==> src/rtl/cpu_axi_pkg.sv <==
// Shared AXI3 read-side constants and the read-arbiter state encoding.
package cpu_axi_pkg;

  localparam int AXI_ADDR_W = 32;
  localparam int AXI_DATA_W = 32;
  localparam int AXI_LEN_W  = 4;

  typedef enum logic [1:0] {
    ARB_IDLE = 2'd0,
    ARB_ADDR = 2'd1,
    ARB_DATA = 2'd2
  } arb_state_e;

endpackage

==> src/rtl/axi_rd_grant.sv <==
// Two-way read-request pick. AXI_RD_ARB_RR_EN selects round-robin tie-break;
// otherwise requester 1 (D-cache) wins every tie.
module axi_rd_grant (
  input  logic clk,
  input  logic rst,
  input  logic req0_i,
  input  logic req1_i,
  input  logic upd_i,
  input  logic upd_grant_i,
  output logic win_o
);

`ifdef AXI_RD_ARB_RR_EN
  localparam logic RR_EN = 1'b1;
`else
  localparam logic RR_EN = 1'b0;
`endif

  logic last_grant_q;
  logic last_grant_d;
  logic tie_pick_s;

  // last_grant is tracked in both modes; only round-robin consults it
  assign tie_pick_s = RR_EN ? ~last_grant_q : 1'b1;
  assign win_o      = req1_i & (~req0_i | tie_pick_s);

  // Record the requester whose burst just completed
  always_comb begin
    if (upd_i) begin
      last_grant_d = upd_grant_i;
    end else begin
      last_grant_d = last_grant_q;
    end
  end

  // Last-grant register
  always_ff @(posedge clk) begin
    if (rst) begin
      last_grant_q <= 1'b1;
    end else begin
      last_grant_q <= last_grant_d;
    end
  end

endmodule

==> src/rtl/axi_read_arbiter.sv <==
// Shares one AXI3 read port between I-cache (S0) and D-cache (S1) refills, one burst at a time.
// Define AXI_RD_ARB_RR_EN for round-robin tie-break (default: S1 wins ties).
module axi_read_arbiter
  import cpu_axi_pkg::*;
#(
  parameter int ADDR_W = AXI_ADDR_W,
  parameter int DATA_W = AXI_DATA_W,
  parameter int LEN_W  = AXI_LEN_W
) (
  input  logic              clk,
  input  logic              rst,
  input  logic [ADDR_W-1:0] S0_ARADDR,
  input  logic [LEN_W-1:0]  S0_ARLEN,
  input  logic              S0_ARVALID,
  output logic              S0_ARREADY,
  output logic [DATA_W-1:0] S0_RDATA,
  output logic              S0_RVALID,
  output logic              S0_RLAST,
  input  logic              S0_RREADY,
  input  logic [ADDR_W-1:0] S1_ARADDR,
  input  logic [LEN_W-1:0]  S1_ARLEN,
  input  logic              S1_ARVALID,
  output logic              S1_ARREADY,
  output logic [DATA_W-1:0] S1_RDATA,
  output logic              S1_RVALID,
  output logic              S1_RLAST,
  input  logic              S1_RREADY,
  output logic [ADDR_W-1:0] M_ARADDR,
  output logic [LEN_W-1:0]  M_ARLEN,
  output logic              M_ARVALID,
  input  logic              M_ARREADY,
  input  logic [DATA_W-1:0] M_RDATA,
  input  logic              M_RVALID,
  input  logic              M_RLAST,
  output logic              M_RREADY,
  output logic              busy,
  output logic              prot_err
);

  arb_state_e        state_q, state_d;
  logic              grant_q, grant_d;
  logic [ADDR_W-1:0] m_araddr_q, m_araddr_d;
  logic [LEN_W-1:0]  m_arlen_q, m_arlen_d;
  logic              m_arvalid_q, m_arvalid_d;
  logic [LEN_W-1:0]  beat_cnt_q, beat_cnt_d;
  logic              prot_err_q, prot_err_d;

  logic win_s;
  logic lg_upd_s;
  logic in_idle_s;
  logic in_data_s;
  logic beat_s;

  axi_rd_grant u_grant (
    .clk         (clk),
    .rst         (rst),
    .req0_i      (S0_ARVALID),
    .req1_i      (S1_ARVALID),
    .upd_i       (lg_upd_s),
    .upd_grant_i (grant_q),
    .win_o       (win_s)
  );

  assign in_idle_s = (state_q == ARB_IDLE);
  assign in_data_s = (state_q == ARB_DATA);

  assign S0_ARREADY = in_idle_s & S0_ARVALID & ~win_s;
  assign S1_ARREADY = in_idle_s & S1_ARVALID & win_s;

  // R channel is steered to the granted requester only while a burst is in DATA
  assign S0_RDATA  = M_RDATA;
  assign S1_RDATA  = M_RDATA;
  assign S0_RVALID = in_data_s & ~grant_q & M_RVALID;
  assign S1_RVALID = in_data_s & grant_q & M_RVALID;
  assign S0_RLAST  = in_data_s & ~grant_q & M_RLAST;
  assign S1_RLAST  = in_data_s & grant_q & M_RLAST;
  assign M_RREADY  = in_data_s & (grant_q ? S1_RREADY : S0_RREADY);
  assign beat_s    = M_RVALID & M_RREADY;

  assign M_ARADDR  = m_araddr_q;
  assign M_ARLEN   = m_arlen_q;
  assign M_ARVALID = m_arvalid_q;
  assign busy      = ~in_idle_s;
  assign prot_err  = prot_err_q;

  // Next-state, request latch and beat/RLAST consistency check
  always_comb begin
    state_d     = state_q;
    grant_d     = grant_q;
    m_araddr_d  = m_araddr_q;
    m_arlen_d   = m_arlen_q;
    m_arvalid_d = m_arvalid_q;
    beat_cnt_d  = beat_cnt_q;
    prot_err_d  = prot_err_q;
    lg_upd_s    = 1'b0;
    case (state_q)
      ARB_IDLE: begin
        if (S0_ARVALID | S1_ARVALID) begin
          grant_d     = win_s;
          m_araddr_d  = win_s ? S1_ARADDR : S0_ARADDR;
          m_arlen_d   = win_s ? S1_ARLEN : S0_ARLEN;
          m_arvalid_d = 1'b1;
          state_d     = ARB_ADDR;
        end else begin
          state_d = ARB_IDLE;
        end
      end
      ARB_ADDR: begin
        if (M_ARREADY) begin
          m_arvalid_d = 1'b0;
          beat_cnt_d  = '0;
          state_d     = ARB_DATA;
        end else begin
          state_d = ARB_ADDR;
        end
      end
      ARB_DATA: begin
        if (beat_s) begin
          beat_cnt_d = (beat_cnt_q == '1) ? beat_cnt_q : beat_cnt_q + LEN_W'(1);
          if (M_RLAST) begin
            if (beat_cnt_q != m_arlen_q) begin
              prot_err_d = 1'b1;
            end else begin
              prot_err_d = prot_err_q;
            end
            lg_upd_s = 1'b1;
            state_d  = ARB_IDLE;
          end else begin
            // Missing RLAST: flag it but keep forwarding until memory ends the burst
            if (beat_cnt_q == m_arlen_q) begin
              prot_err_d = 1'b1;
            end else begin
              prot_err_d = prot_err_q;
            end
            state_d = ARB_DATA;
          end
        end else begin
          state_d = ARB_DATA;
        end
      end
      default: begin
        state_d = ARB_IDLE;
      end
    endcase
  end

  // State and request registers
  always_ff @(posedge clk) begin
    if (rst) begin
      state_q     <= ARB_IDLE;
      grant_q     <= 1'b0;
      m_araddr_q  <= '0;
      m_arlen_q   <= '0;
      m_arvalid_q <= 1'b0;
      beat_cnt_q  <= '0;
      prot_err_q  <= 1'b0;
    end else begin
      state_q     <= state_d;
      grant_q     <= grant_d;
      m_araddr_q  <= m_araddr_d;
      m_arlen_q   <= m_arlen_d;
      m_arvalid_q <= m_arvalid_d;
      beat_cnt_q  <= beat_cnt_d;
      prot_err_q  <= prot_err_d;
    end
  end

endmodule

==> config.mk <==
export PLATFORM = sky130hd
export DESIGN_NAME = axi_read_arbiter
export DESIGN_NICKNAME = d
export VERILOG_FILES = /design/src/rtl/cpu_axi_pkg.sv /design/src/rtl/axi_rd_grant.sv /design/src/rtl/axi_read_arbiter.sv
export SDC_FILE = /design/constraint.sdc
export NUM_CORES = 1
export LEC_CHECK = 0
export ABC_AREA = 1
export CAP_MARGIN = 0
export CORE_MARGIN = 2
export CORE_UTILIZATION = 34
export DETAILED_ROUTE_END_ITERATION = 12
export PLACE_DENSITY = 0.86
export SLEW_MARGIN = 20
export SYNTH_ARGS = -nofsm -noshare
export SYNTH_HDL_FRONTEND = slang
export SYNTH_SLANG_ARGS = --single-unit
==> constraint.sdc <==
create_clock -name clk -period 1.8 [get_ports clk]
set_clock_uncertainty 0.05 [all_clocks]
set_input_delay 0.36 -clock clk [delete_from_list [all_inputs] [get_ports clk]]
set_output_delay 0.36 -clock clk [all_outputs]
set_load 0.02 [all_outputs]
* Word level (Yosys, flattened, before mapping)
Cells that the tools add are included.
Widths: inputs -> output; s select.
** Storage, ports and cells
- Flip-flop bits (word level) :: 45
- Memories kept :: 0
- Output and inout bits :: 110
- Latch bits :: 0
- Memory bits (read-only) :: 0
- Memory bits (writable) :: 0
- Bits of input ports :: 113
** Cells by class
- Add/subtract/negate cells :: 1
- Eq/ne operators :: 10
- Shift-type cells :: 0
- $mul :: 0
- Muxes and demuxes :: 18
- Reduce and logical (&&, ||, !) cells :: 8
- $lt $le $gt $ge :: 0
- Div/mod/pow operators :: 0
- Bitwise operators :: 16
** Operators with widths (count)
- $mux 32 :: 1
- $mux 4 :: 4
- $and 1x1->1 :: 12
- $pmux 4 s2 :: 1
- $reduce_and 4->1 :: 2
- $mux 1 :: 7
- $mux 2 :: 3
- $ne 2x1->1 const B :: 3
- $pmux 2 s3 :: 1
- $reduce_bool 2->1 :: 3
- $add 4x1->4 const B :: 1
- $eq 4x4->1 :: 1
- $eq 4x4->1 const B :: 1
- $ne 2x2->1 const B :: 2
- $ne 4x4->1 :: 1
- $not 1->1 :: 3
- $reduce_and 3->1 :: 1
- $eq 2x1->1 const B :: 1
- $eq 2x2->1 const B :: 1
- $logic_not 2->1 :: 1
- $pmux 1 s2 :: 1
- $reduce_and 2->1 :: 1
- $or 1x1->1 :: 1

* Logic depth before layout (Yosys ltp)
- Word-level depth :: 5
- Depth in mapped cells :: 8

* Hierarchy
Synthesis repeated with hierarchy kept, for this count alone.
** Second synthesis, totals
- Cells, all modules :: 395
- Area, all modules :: 3071.7 µm²
** By module, submodules not included
- axi_read_arbiter :: seq. area each 900.9 µm², area an instance 3064.2 µm², cells each 394, instances 1
- axi_rd_grant :: seq. area each 0.0 µm², area an instance 7.5 µm², cells each 1, instances 1

* Least setup slack after synthesis
Ideal clock, no wire load.
- Path type :: register -> output
- Start point :: register state_q[1]
- End point :: output S0_RLAST
- Path buffers :: 0
- Data arrival time :: 1.094 ns
- Data required time :: 1.390 ns
- Stages on the path, launching flop included :: 5
- Setup slack :: 0.296 ns
- Cells stage by stage :: dfxtp_1 > inv_1 > nor2_4 > inv_1 > nor3_1
** On the way
- Cells in the longest elaborated chain, start to end :: 3
** RTL lines
- start, declared :: RTL line axi_read_arbiter.sv:40 : arb_state_e state_q, state_d;
- start signal, assigned :: RTL line axi_read_arbiter.sv:158 : state_q <= state_d;
- $eq 2x2->1 :: RTL line axi_read_arbiter.sv:65 : assign in_data_s = (state_q == ARB_DATA);
- $and 1x1->1 (2 in series) :: RTL line axi_read_arbiter.sv:75 : assign S0_RLAST = in_data_s & ~grant_q & M_RLAST;
- end, declared :: RTL line axi_read_arbiter.sv:18 : output logic S0_RLAST,
Every way passes these cells.

* Worst setup path in the final report
- Start point :: register m_arlen_q[3] (netlist: M_ARLEN[3])
- End point :: output M_ARLEN[3]
** RTL lines
- start, declared :: RTL line axi_read_arbiter.sv:43 : logic [LEN_W-1:0] m_arlen_q, m_arlen_d;
- start signal, assigned :: RTL line axi_read_arbiter.sv:161 : m_arlen_q <= m_arlen_d;
- end, declared :: RTL line axi_read_arbiter.sv:29 : output logic [LEN_W-1:0] M_ARLEN,
No word-level cell between the ends.

==> metrics.cfg <==
[job]
cap_violations=0

[timing]
finalCritPeriodShare_pct=95.3
drv_slew=0
setup_viol=0
min_period_ns=1.72
clock.fmax_mhz=583
rsz0062_at_grt=no
setup_slack_ns=0.0842
hold_ws_ns=0.403
hold_violations=0
worst_pin_slew_ns=0.385
slew_headroom_pct=74.3

[cts]
root_buffer=clkbuf_8
ctsHoldBuffers=0
cts-resized-gates=24
cts_buffer_depth=2
cts.sinks=45
path_clk_slew_ns=0.08
cts_inserted_buffers=5
cts.htree.levels=2
clock_latency_ns=0.29
cts_setup_buffers=0
cts_tree=built

[worst_setup_path]
worstReg2RegEnd=beat_cnt_q[3]
reg2reg_slack_ns=0.45
worstSetupStartpoint=M_ARLEN[3]
worstSetupEndpointType=output port
critPathMaxStageDelay_ns=0.63
cp_slowest_cell=clkdlybuf4s50_1
endpoint=M_ARLEN[3]
crit_cells=1
crit_chain=clkdlybuf4s50_1
cp.arrival_ns=1.31
ff2ff_path_depth=6
path_max_fanout=4
r2r-start=beat_cnt_q[1]
cp.required_ns=1.39
path_class=flip-flop to output port
start_kind=flip-flop
worst-path-buf-inv=1
crit_family=buffers and inverters

[outcome]
status=completed

[layout]
multiInputGateArea_um2=997
seq_area_um2=902
n_antenna_cell=0
fill_cells=696
area_delta_synth_final_pct=39.6
drive_gt1_share_pct=9.46
nets=537

[placement]
routabilityCongestion=0.840
dp_slack_ns=-0.327
place_hpwl_um=4980
portBuffers=126

[synth]
ys_types=25
yosys_warnings=0
synth_top_cell_area_share_pct=35.2
avgSynthCellArea_um2=7.20
netlist.top_cell.by_area=dfxtp_1
syn_area_mm2=0.00256
synth.yosys.seq_area_share_pct=35.2
synthTopCellsByArea=dfxtp_1 (35%), buf_4 (19%), nand2_1 (15%), a31oi_1 (8.8%), o21ai_1 (5.5%)
ys_ff_latch=45
syn_inst=355
syn-num-nets=469

[floorplanning]
io_pins=223
die_area_mm2=0.00823
core_area_mm2=0.00725
initial_core_util_pct=35.2
die_w_um=90.7
die-height_um=90.7
rows=31

[global_route]
antenna_found_initial=0
grt_pass1_wl_um=10900
track_usage_pct=15.8
grt_max_degree=37
grt_pass1_vias=2463
grt_overflow=0

[power_and_ir_drop]
totalPowerFinal_mw=2.75
vdd_drop_max_mv=0.328
p_leak_nw=1.45
cellPowerDensity_mw_per_mm2=770

[routing]
antenna_left=0
wire_per_inst_um=12.5
drc=0
drt-total-wl_um=6530
vias=2438
drt_iter0_drc=89
drt_pre_antenna_iters=4
viasPerCell=4.67

[hold_path]
hold_class=flip-flop to flip-flop

[per-stage QoR]
| stage | util, % | TNS (ns) | instance area, µm² | instances |
|---|---|---|---|---|
| floorplan | - | 0 | 2560 | 355 |
| global placement | 48.3 | -4.38 | 3500 | 515 |
| detailed placement | 48.3 | -5.51 | 3500 | 515 |
| CTS | 49.6 | 0 | 3600 | 522 |
| global route | 49.2 | 0 | 3570 | 522 |
| finish | 49.2 | 0 | 3570 | 522 |
[registers in the layout, summed over array words and instances, names as in the netlist]
name,flops
M_ARVALID,1
M_ARADDR,32
beat_cnt_q,4
grant_q,1
state_q,2
M_ARLEN,4
prot_err,1
[report_power, final]
group / internal, mW / total [mW] / switching (mW) / leakage [nW]
registers: 1.11 / 1.18 / 0.0707 / 0.373
clock network: 0.305 / 0.630 / 0.325 / 0.0443
logic: 0.488 / 0.939 / 0.451 / 1.04
total: 1.90 / 2.75 / 0.846 / 1.45
[cells by family (layout without fill, tap and decap cells)]
kind of cell	Yosys count	count (layout)	synth area share [%]
and+or+nand+nor	124	124	19.7
AOI/OAI and AO/OA	83	83	18.3
adders and majority gates	1	1	0.489
DFF	45	45	35.2
xor gates and xnor gates	1	1	0.343
buffers and inverters	101	169	25.9
[cell usage after synthesis]
cell      instances
a21oi_1           8
a31oi_1          36
buf_2             9
buf_4            64
buf_6             4
clkbuf_1          5
dfxtp_1          45
ha_1              1
inv_1            16
inv_2             2
inv_4             1
nand2_1         100
nand2_2           1
nand3_1           7
nand3b_1          1
nand4_2           1
nor2_1            8
nor2_2            1
nor2_4            1
nor3_1            4
o21a_1            1
o21ai_0           9
o21ai_1          28
o21ai_2           1
xor2_1            1
[placed cells by master, fill, tap and decap left out, drive strengths merged]
master           n
a21oi            8
nor2            10
buf             21
nand3b           1
clkdlybuf4s15    1
nand2          101
xor2             1
clkbuf           9
nor3             4
dlygate4sd2      1
clkdlybuf4s50  117
dfxtp           45
dlymetal6s2s     1
o21a             1
a31oi           36
inv             19
o21ai           38
nand4            1
nand3            7
ha               1
[final cells by class]
cell class	instances	share of cell area (%)
repair buffers	143	38.8
multi-input cells	209	27.9
flip-flops and latches	45	25.3
well taps	99	3.47
clock buffers	7	2.42
inverters	19	2.07
[routing by layer]
metal,track usage [%],part of all wire [%],vias to the layer above
li1,-,-,1238
met1,16.2,38,1074
met2,29.6,50,105
met3,5.09,8.8,21
met4,6.03,2.6,0
met5,0,0,-
[worst min path at each step]
stage | startpoint | to | slack [ns] | cells after the start
CTS | prot_err | prot_err | 0.41 | 2
global placement | prot_err | prot_err | 0.39 | 2
finish | prot_err | prot_err | 0.40 | 2
floorplan | rst | M_ARVALID | 0.38 | 1
detailed placement | prot_err | prot_err | 0.40 | 2
global route | prot_err | prot_err | 0.42 | 2
Note: power is estimated with default switching activity, not from simulation.
